`config.mk`:
```
export PLATFORM = sky130hd
export DESIGN_NAME = mult_dot_acc
export DESIGN_NICKNAME = d
export VERILOG_FILES = /design/src/rtl/mult_dot_acc.sv
export SDC_FILE = /design/constraint.sdc
export NUM_CORES = 1
export LEC_CHECK = 0
export CAP_MARGIN = 5
export CORE_AREA = 5 5 121 95
export CTS_CLUSTER_SIZE = 24
export DETAILED_ROUTE_END_ITERATION = 10
export DIE_AREA = 0 0 126 100
export MAX_ROUTING_LAYER = met4
export PLACE_DENSITY = 0.7
export SLEW_MARGIN = 20
export SYNTH_ARGS = -nofsm -noshare
export SYNTH_HDL_FRONTEND = slang
export SYNTH_SLANG_ARGS = --single-unit
```
`constraint.sdc`:
```
create_clock -name clk -period 5 [get_ports clk]
set_input_delay 0.5 -clock clk [delete_from_list [all_inputs] [get_ports clk]]
set_output_delay 0.5 -clock clk [all_outputs]
set_load 0.01 [all_outputs]
```
`src/rtl/mult_dot_acc.sv`:
```
// Dot-product accumulator fed by an unsigned N x M multiplier: one product register
// stage, then an accumulator that presents sum/count/overflow once per vector.
module mult_dot_acc #(
  parameter int N  = 8,
  parameter int M  = N,
  parameter int G  = 4,
  parameter int CW = 8,
  localparam int W = N + M + G
) (
  input  logic          clk,
  input  logic          rst,
  input  logic          in_valid,
  output logic          in_ready,
  input  logic [N-1:0]  in_a,
  input  logic [M-1:0]  in_b,
  input  logic          in_last,
  output logic          out_valid,
  input  logic          out_ready,
  output logic [W-1:0]  out_sum,
  output logic [CW-1:0] out_count,
  output logic          out_ovf,
  output logic [0:0]    o_dbg_state
);

  // Handshakes: a transfer happens on a rising edge where valid && ready. Producers
  // hold valid and data stable until the transfer; in_ready depends on registers only,
  // and out_* stay stable while out_valid is high.

  localparam logic [0:0]    ST_ACC  = 1'b0;
  localparam logic [0:0]    ST_DONE = 1'b1;
  localparam logic [CW-1:0] CNT_MAX = '1;

  logic [0:0]    r_state;
  logic          r_first;
  logic [W-1:0]  r_acc;
  logic [CW-1:0] r_cnt;
  logic          r_ovf;
  logic [N+M-1:0] r_p_reg;
  logic          r_p_last;
  logic          r_p_vld;

  logic           w_in_fire;
  logic           w_out_fire;
  logic           w_drain;
  logic [N-1:0]   w_a;
  logic [M-1:0]   w_b;
  logic [N+M-1:0] w_prod;
  logic [W-1:0]   w_acc_base;
  logic [W:0]     w_add;
  logic           w_ovf_base;
  logic [CW-1:0]  w_cnt_next;

  assign w_drain    = r_p_vld && (r_state == ST_ACC);
  assign in_ready   = !r_p_vld || (r_state == ST_ACC);
  assign w_in_fire  = in_valid && in_ready;
  assign out_valid  = (r_state == ST_DONE);
  assign w_out_fire = out_valid && out_ready;

  // Operands are gated so an idle, undriven input bus cannot reach the product register.
  assign w_a    = in_valid ? in_a : '0;
  assign w_b    = in_valid ? in_b : '0;
  assign w_prod = {{M{1'b0}}, w_a} * {{N{1'b0}}, w_b};

  assign w_acc_base = r_first ? '0 : r_acc;
  assign w_ovf_base = r_first ? 1'b0 : r_ovf;
  assign w_add      = {1'b0, w_acc_base} + {{(G+1){1'b0}}, r_p_reg};
  assign w_cnt_next = r_first ? CW'(1) :
                      ((r_cnt == CNT_MAX) ? r_cnt : r_cnt + 1'b1);

  // Product stage: a new pair may load in the same cycle the old one drains.
  always_ff @(posedge clk) begin
    if (rst) begin
      r_p_reg  <= '0;
      r_p_last <= 1'b0;
      r_p_vld  <= 1'b0;
    end else if (w_in_fire) begin
      r_p_reg  <= w_prod;
      r_p_last <= in_last;
      r_p_vld  <= 1'b1;
    end else if (w_drain) begin
      r_p_vld  <= 1'b0;
    end
  end

  always_ff @(posedge clk) begin
    if (rst) begin
      r_state <= ST_ACC;
      r_first <= 1'b1;
      r_acc   <= '0;
      r_cnt   <= '0;
      r_ovf   <= 1'b0;
    end else begin
      case (r_state)
        ST_ACC: begin
          if (w_drain) begin
            r_acc   <= w_add[W-1:0];
            r_ovf   <= w_ovf_base | w_add[W];
            r_cnt   <= w_cnt_next;
            r_first <= r_p_last;
            if (r_p_last) r_state <= ST_DONE;
          end
        end
        ST_DONE: begin
          if (w_out_fire) r_state <= ST_ACC;
        end
        default: r_state <= ST_ACC;
      endcase
    end
  end

  assign out_sum     = r_acc;
  assign out_count   = r_cnt;
  assign out_ovf     = r_ovf;
  assign o_dbg_state = r_state;

endmodule
```
==> metrics.log, run 1 <==
[metrics] run status: finished, final reports clean
[metrics] cell depth of the worst flop-to-flop path: 9
[metrics] Async S/R FF share, synth: 0
[metrics] core area: approximately 0.010 mm2
[metrics] initial DRC count: 263
[metrics] CP Launch Type: input port
[metrics] count of endpoints failing setup in the final report: 0
[metrics] number of buffers inserted by port buffering: 52
[metrics] Critical Path RT: 5.20 ns
[metrics] sequential element share of the synthesized area: 0.199
[metrics] dominant combinational cell family by area after synthesis: adder cells
[metrics] highest ir drop seen on vdd: roughly 0.13 mV
[metrics] Post-Synth Adder-Cell Area: 0.285
[metrics] number of warning messages in the yosys log: 0
[metrics] share of the cycle needed by the critical path after routing: 0.954
[metrics] leakage dissipation: ~2.8 nW
[metrics] CTS tree: built
[metrics] hold violation count in the final report: 0
[metrics] remaining design rule violation count: 0
[metrics] final routed wire length divided by cell count: 14.3 um
[metrics] post-layout total power: approximately 0.0013 W
[metrics] per-instance average area after synthesis: between 8 and 9 um2
[metrics] Largest register FFs: 20
[metrics] total of hold buffers inserted after clock tree synthesis: 0
[metrics] Peak Freq: 210 MHz
[metrics] Finished Core Util: 0.591
[metrics] number of slew-limit violations in the final report: 0
[metrics] total wire length: around 11 mm
[metrics] simple logic cell fraction of the synthesized area: 0.254
[metrics] Initial Util: 0.489
[metrics] pre-CTS setup slack: -0.0852 ns
[metrics] number of buffers between clock root and the deepest sink: 2
[metrics] post-route ant nets: 0
[metrics] Post-Place Cells: between 700 and 800
[metrics] multiplexer fraction of the synthesized cell area: 0
[metrics] Die ar.: around 0.013 mm2
[metrics] final net count: around 780
[metrics] Setup CP Type: in -> reg
[metrics] power density over the cells: 212 mW/mm2
[metrics] Die H: about 100 um
[metrics] Hold Crit Class: reg -> reg
[metrics] number of library cell types mapped by synthesis: roughly 60
[metrics] width of the die: between 100 and 150 um
[metrics] last weighted congestion value of the routability-driven placer: between 0.9 and 1
[metrics] Layout Cell Area excl Fill: approximately 0.006 mm2
[metrics] fraction of final layout cells with drive strength greater than 1: 0.0825
[metrics] worst slew margin relative to its limit: 0.294
[metrics] Final Skew: about 0.008 ns
[metrics] largest net degree at the start of global routing: 30
[metrics] global routing usage summed across all routing layers: 0.195
[metrics] root buffer cell: sky130_fd_sc_hd__clkbuf_16
[metrics] total gr overflow: 0
[metrics] launch point of the worst hold path: r_p_last$_SDFFE_PP0P_
[metrics] half-perimeter wire length after placement: ~9 mm
[metrics] Hold Path End: r_p_last$_SDFFE_PP0P_
[metrics] launching instance or port of the critical path: in_a[4]
[metrics] RSZ-0062 raised after global routing: no
[metrics] most used flip-flop cell after synthesis: sky130_fd_sc_hd__dfxtp_1
[metrics] CTS buffer count: 5
[metrics] r2r setup slk: 1.75 ns
[metrics] number of post-CTS setup repair buffers: 0
[metrics] gate count of the mapped netlist: about 600
[metrics] maximum fanout count along the critical path: 6
[metrics] net count after synthesis: between 700 and 800
[metrics] Clock Sink Count: just under 50
[metrics] Max-cap violations: 0
[metrics] Clock transition at path regs: roughly 0.070 ns
[metrics] post-synthesis register bit count: slightly below 50
[metrics] WHS Path Cells: 2
[metrics] vias in the first global route: 4342
[metrics] number of vias per cell: between 5 and 6
[metrics] first-pass GRT wire length: roughly 20 mm
[metrics] signal arrival time at the worst endpoint: slightly below 5 ns
[metrics] launch instance of the worst register-to-register path: r_first$_SDFFE_PP1P_
[metrics] Antenna Cells: 0
[metrics] end of the worst register-to-register path: out_sum[15]$_SDFFE_PP0P_
[metrics] final cell count without fillers: 803
[metrics] number of flops mapped to enable cells by yosys: 0
[metrics] Layout Area Growth over Synthesis: 20.9%
[metrics] netlist area before placement: approximately 0.005 mm2
[metrics] TritonRoute pass-1 iters: 5
[metrics] Synth Area in Compound Gates: 0.162
[metrics] Final Worst Setup Slack: 0.230 ns
[metrics] Via Count: 4456
[metrics] H-tree levels: 2
[metrics] clk_lat worst skew: 0.30 ns
[metrics] XOR/XNOR share of the synthesized area: 0.0355
[metrics] final critical path time including I/O delays and setup: 4.77 ns
[metrics] Std-Cell Rows: 32
[metrics] antenna violations before repair: 0
[metrics] Worst Max-Slew Pin Slew: approximately 1.1 ns
[metrics] I/O pin count: 53
[metrics] placed inst area: 0.00580 mm2
[metrics] element type at the critical path end: flip-flop
==> cell type report <==
class                      count  area, um2
clock buffer                   6        139
clock inverter                 2       13.8
fill                         924       4130
inverter                      59        221
multi-input combinational    464       3640
sequential                    49        981
tap                          136        170
timing repair buffer          87        796
==> critical path, cell delays in order <==
cell and delay [ns]:
sky130_fd_sc_hd__clkdlybuf4s50_1 0.55, sky130_fd_sc_hd__and3_1 0.26, sky130_fd_sc_hd__fa_1 0.55, sky130_fd_sc_hd__fa_1 0.44, sky130_fd_sc_hd__fa_1 0.55, sky130_fd_sc_hd__inv_1 0.06, sky130_fd_sc_hd__fa_1 0.53, sky130_fd_sc_hd__inv_1 0.04
sky130_fd_sc_hd__ha_1 0.29, sky130_fd_sc_hd__a2111o_1 0.44, sky130_fd_sc_hd__o211ai_2 0.18, sky130_fd_sc_hd__a21boi_0 0.14, sky130_fd_sc_hd__o2111a_1 0.25, sky130_fd_sc_hd__nor4_1 0.20
==> Yosys cell counts, drive strengths merged (9+ instances only) <==
| library cell | count | area share |
|---|---|---|
| ha | 53 | 0.13 |
| dfxtp | 49 | 0.20 |
| fa | 37 | 0.15 |
| nand3 | 26 | 0.026 |
| nand2b | 12 | 0.015 |
| xnor2 | 9 | 0.016 |
| and3 | 52 | 0.066 |
| a21oi | 45 | 0.047 |
| nor2 | 28 | 0.021 |
| a21o | 10 | 0.015 |
| clkbuf | 19 | 0.014 |
| inv | 59 | 0.045 |
| nor2b | 19 | 0.024 |
| nor3 | 10 | 0.011 |
| xor2 | 11 | 0.020 |
| o21ai | 17 | 0.017 |
| a211oi | 12 | 0.019 |
| nand2 | 54 | 0.041 |
==> cells in the final DEF, fill, tap and decap left out, types with 2 or more instances in the layout <==
cell / count
sky130_fd_sc_hd__or3_1: 7
sky130_fd_sc_hd__a32o_1: 3
sky130_fd_sc_hd__nor2b_1: 19
sky130_fd_sc_hd__a31oi_1: 5
sky130_fd_sc_hd__o211ai_1: 3
sky130_fd_sc_hd__nand3b_1: 2
sky130_fd_sc_hd__inv_1: 59
sky130_fd_sc_hd__nand2b_1: 12
sky130_fd_sc_hd__fa_1: 37
sky130_fd_sc_hd__nor3_1: 9
sky130_fd_sc_hd__o21ai_0: 14
sky130_fd_sc_hd__xor2_1: 11
sky130_fd_sc_hd__buf_4: 34
sky130_fd_sc_hd__nor2_1: 28
sky130_fd_sc_hd__and4_1: 3
sky130_fd_sc_hd__nand2_1: 54
sky130_fd_sc_hd__xnor2_1: 9
sky130_fd_sc_hd__o21a_1: 3
sky130_fd_sc_hd__o31ai_1: 2
sky130_fd_sc_hd__a2111o_1: 2
sky130_fd_sc_hd__ha_1: 53
sky130_fd_sc_hd__a21oi_2: 3
sky130_fd_sc_hd__a21oi_1: 42
sky130_fd_sc_hd__nor4_1: 2
sky130_fd_sc_hd__a21o_1: 10
sky130_fd_sc_hd__o21ai_1: 3
sky130_fd_sc_hd__a41oi_1: 2
sky130_fd_sc_hd__a211oi_1: 10
sky130_fd_sc_hd__nor3b_1: 4
sky130_fd_sc_hd__nand3_1: 26
sky130_fd_sc_hd__nor4b_1: 2
sky130_fd_sc_hd__dfxtp_1: 49
sky130_fd_sc_hd__o21bai_1: 3
sky130_fd_sc_hd__clkdlybuf4s50_1: 52
sky130_fd_sc_hd__and2_1: 3
sky130_fd_sc_hd__clkbuf_16: 5
sky130_fd_sc_hd__nand4_1: 5
sky130_fd_sc_hd__a211oi_2: 2
sky130_fd_sc_hd__and3_1: 52
==> what timing repair did <==
action,in CTS,in global routing
resized for setup,0,3
endpoints found under the hold margin,0,0
setup endpoints to repair,0,3
==> power by group <==
part           internal (W)  switching [W]  total (W)
clock              0.000199       0.000149   0.000348
sequential         0.000414      0.0000210   0.000435
combinational      0.000224       0.000255   0.000479
total              0.000837       0.000425    0.00126
==> kinds of logic after synthesis <==
group | count (synthesis)
flip-flops | 49
adder cells (fa/ha/maj) | 90
AND/OR/NAND/NOR | 234
XOR/XNOR | 20
buffers and inverters | 83
AO/OA/AOI/OAI | 120
==> through the flow <==
| stage | hold WS (ns) | TNS [ns] |
|---|---|---|
| 2_1_floorplan | 0.436 | 0 |
| 3_3_place_gp | 0.446 | -0.0341 |
| 3_5_place_dp | 0.454 | -0.191 |
| 4_1_cts | 0.467 | 0 |
| 5_1_grt | 0.487 | 0 |
| 6_report | 0.462 | 0 |
==> per-layer routing <==
layer	wire length, um	vias to the layer above	global-route usage
met4	87	0	0.0396
met1	5890	2128	0.282
li1	-	2232	-
met2	5020	87	0.292
met5	0	-	-
met3	464	9	0.0309
==> how the worst max path moves through the flow <==
stage                                           to  slack [ns]  cells after the start
after floorplan           r_p_reg[15]$_SDFFE_PP0P_        0.23                     15
after global placement    r_p_reg[15]$_SDFFE_PP0P_       -0.03                     14
after detailed placement  r_p_reg[13]$_SDFFE_PP0P_       -0.09                     16
after CTS                 r_p_reg[13]$_SDFFE_PP0P_        0.21                     16
after global routing      r_p_reg[12]$_SDFFE_PP0P_        0.01                     18
final                     r_p_reg[15]$_SDFFE_PP0P_        0.23                     14
(Power assumes the default switching activity.)
==> run 2: changes to the inputs <==
--- a/config.mk
+++ b/config.mk
@@ -6,12 +6,13 @@
 export NUM_CORES = 1
 export LEC_CHECK = 0
 export CAP_MARGIN = 5
-export CORE_AREA = 5 5 121 95
+export CORE_AREA = 5 5 77 149
 export CTS_CLUSTER_SIZE = 24
 export DETAILED_ROUTE_END_ITERATION = 10
-export DIE_AREA = 0 0 126 100
+export DIE_AREA = 0 0 82 154
 export MAX_ROUTING_LAYER = met4
 export PLACE_DENSITY = 0.7
+export REMOVE_ABC_BUFFERS = 1
 export SLEW_MARGIN = 20
 export SYNTH_ARGS = -nofsm -noshare
 export SYNTH_HDL_FRONTEND = slang
==> run 2 against run 1 <==
Net effect: register-to-register slack better by 0.52 ns; sequential cell count stayed put; hold slack worse by 0.0061 ns; clock power is 13% higher; critical endpoint unchanged; largest cell class unchanged.
==> metrics.log, run 2 (synthesis results as in run 1) <==
[metrics] fraction of final layout cells with drive strength greater than 1: 0.0878
[metrics] initial DRC count: around 180
[metrics] Switching Fraction: 0.317
[metrics] switching power: between 0.0004 and 0.0005 W
[metrics] half-perimeter wire length after placement: between 9 and 10 mm
[metrics] cell depth of the worst flop-to-flop path: 11
[metrics] WHS Path Cells: 2
[metrics] width of the die: roughly 82 um
[metrics] Std-Cell Rows: between 50 and 60
[metrics] Internal Dissipation: around 0.00090 W
[metrics] number of vias per cell: between 5 and 6
[metrics] total gr overflow: 0
[metrics] hold violation count in the final report: 0
[metrics] last weighted congestion value of the routability-driven placer: 0.944
[metrics] number of slew-limit violations in the final report: 0
[metrics] Antenna Cells: 0
[metrics] Layout Area Growth over Synthesis: 22.5%
[metrics] number of buffers inserted by port buffering: between 50 and 60
[metrics] RSZ-0062 raised after global routing: no
[metrics] Comb pwr share: 0.374
[metrics] worst slew margin relative to its limit: 0.376
[metrics] highest ir drop seen on vdd: 0.304 mV
[metrics] antenna violations before repair: 0
[metrics] Finished Core Util: 0.595
[metrics] commonest non-fill, non-tap cells in the layout: sky130_fd_sc_hd__inv_1 (59), sky130_fd_sc_hd__nand2_1 (54), sky130_fd_sc_hd__ha_1 (53), sky130_fd_sc_hd__and3_1 (52), sky130_fd_sc_hd__clkdlybuf4s50_1 (50)
[metrics] clk_lat worst skew: 0.29 ns
[metrics] count of endpoints failing setup in the final report: 0
[metrics] largest net degree at the start of global routing: 51
[metrics] share of the cycle needed by the critical path after routing: 0.952
[metrics] Via Count: roughly 4500
[metrics] pre-CTS setup slack: -0.205 ns
[metrics] post-route ant nets: 0
[metrics] final net count: roughly 780
[metrics] worst slack on hold paths: approximately 0.46 ns
[metrics] Critical Path RT: roughly 5.2 ns
[metrics] remaining design rule violation count: 0
[metrics] CP Launch Type: input port
[metrics] power density over the cells: between 200 and 250 mW/mm2
[metrics] met1 routed wirelength after detailed routing: between 4 and 5 mm
[metrics] I/O pin count: 53
[metrics] Die ar.: ~0.013 mm2
[metrics] Clock Sink Count: 49
[metrics] global routing usage summed across all routing layers: 0.201
[metrics] metal2 WL: roughly 7 mm
[metrics] total met3 wirelength after detailed routing: approximately 350 um
[metrics] leakage dissipation: 2.87 nW
[metrics] Hold Crit Class: reg -> reg
[metrics] Setup CP Type: in -> reg
[metrics] CTS tree: built
[metrics] vias in the first global route: roughly 4600
[metrics] Peak Freq: about 210 MHz
[metrics] TritonRoute pass-1 iters: 4
[metrics] top layer used by detailed routing: met4
[metrics] Final Skew: 0.00360 ns
[metrics] maximum fanout count along the critical path: 5
[metrics] Worst Max-Slew Pin Slew: 0.936 ns
[metrics] CTS buffer count: 5
[metrics] fraction of power consumed by the clock network: 0.299
[metrics] Clock transition at path regs: ~0.06 ns
[metrics] number of buffers between clock root and the deepest sink: 2
[metrics] leading cell type in the layout, fill and taps excluded: sky130_fd_sc_hd__inv_1
[metrics] signal arrival time at the worst endpoint: about 5.0 ns
[metrics] run status: finished, final reports clean
[metrics] first-pass GRT wire length: about 20 mm
[metrics] sequential power share: 0.327
[metrics] core area: roughly 0.01 mm2
[metrics] element type at the critical path end: flip-flop
[metrics] total wire length: 11.9 mm
[metrics] Die H: between 150 and 200 um
[metrics] Max-cap violations: 0
[metrics] Final Worst Setup Slack: 0.241 ns
[metrics] H-tree levels: 2
[metrics] final routed wire length divided by cell count: 14.7 um
[metrics] Initial Util: 0.486
[metrics] final critical path time including I/O delays and setup: around 4.8 ns
[metrics] Largest register FFs: 20
[metrics] root buffer cell: sky130_fd_sc_hd__clkbuf_16
[run 2: path summary, 6_finish.rpt]
kind | end | from | slack (ns)
max | r_p_reg[15]$_SDFFE_PP0P_ | in_a[2] | 0.24
min | out_ovf$_SDFFE_PP0P_ | out_ovf$_SDFFE_PP0P_ | 0.46
max reg2reg | out_sum[14]$_SDFFE_PP0P_ | r_first$_SDFFE_PP1P_ | 2.27
min reg2reg | out_ovf$_SDFFE_PP0P_ | out_ovf$_SDFFE_PP0P_ | 0.46
[run 2: metrics by stage]
stage	total power (W)	cells	instance area [um2]	setup TNS, ns
3_5_place_dp	0.000923	797	5820	-0.307
2_1_floorplan	0.000744	572	4830	0
4_1_cts	0.00132	805	5990	0
6_report	0.00131	807	6040	0
3_3_place_gp	0.000910	797	5820	-0.0719
5_1_grt	0.00141	807	6040	0
[run 2: layout make-up]
cell class | instances | area [um2]
clock inverter | 1 | 30.0
sequential | 49 | 981
fill | 969 | 4110
tap | 135 | 169
inverter | 59 | 221
clock buffer | 7 | 143
timing repair buffer | 92 | 856
multi-input combinational | 464 | 3640
[run 2: power by group through the flow]
stage	Combinational, W	Clock, W	Sequential (W)
after floorplan	0.000304	0	0.000440
after global placement	0.000472	0	0.000438
after detailed placement	0.000484	0	0.000438
after CTS	0.000488	0.000402	0.000430
after global routing	0.000563	0.000417	0.000433
final	0.000491	0.000393	0.000430
[run 2: what timing repair did]
action	in CTS	in global routing
resized for setup	0	5
setup endpoints to repair	0	2
buffers inserted	0	1
hold buffers	0	0
endpoints found under the hold margin	0	0
[run 2: per-layer routing]
layer	global-route usage	vias to the layer above
met5	-	-
met4	0.0681	0
met2	0.393	93
li1	-	2241
met1	0.196	2145
met3	0.0176	24
[run 2: critical path: stages]
cell	delay, ns
sky130_fd_sc_hd__clkdlybuf4s50_1	0.57
sky130_fd_sc_hd__nand3_1	0.14
sky130_fd_sc_hd__fa_1	0.52
sky130_fd_sc_hd__fa_1	0.55
sky130_fd_sc_hd__inv_1	0.06
sky130_fd_sc_hd__fa_1	0.52
sky130_fd_sc_hd__inv_1	0.05
sky130_fd_sc_hd__fa_1	0.52
sky130_fd_sc_hd__inv_1	0.04
sky130_fd_sc_hd__ha_1	0.23
sky130_fd_sc_hd__a2111o_1	0.45
sky130_fd_sc_hd__o211ai_2	0.23
sky130_fd_sc_hd__a21boi_1	0.11
sky130_fd_sc_hd__o2111a_1	0.25
sky130_fd_sc_hd__nor4_2	0.20
==> run 3: changes to the inputs <==
--- a/config.mk
+++ b/config.mk
@@ -13,7 +13,6 @@
 export MAX_ROUTING_LAYER = met4
 export PLACE_DENSITY = 0.7
 export REMOVE_ABC_BUFFERS = 1
-export SLEW_MARGIN = 20
 export SYNTH_ARGS = -nofsm -noshare
 export SYNTH_HDL_FRONTEND = slang
 export SYNTH_SLANG_ARGS = --single-unit
==> results of run 3 <==
The final DEF is identical to that of run 2; final timing and power are the same.
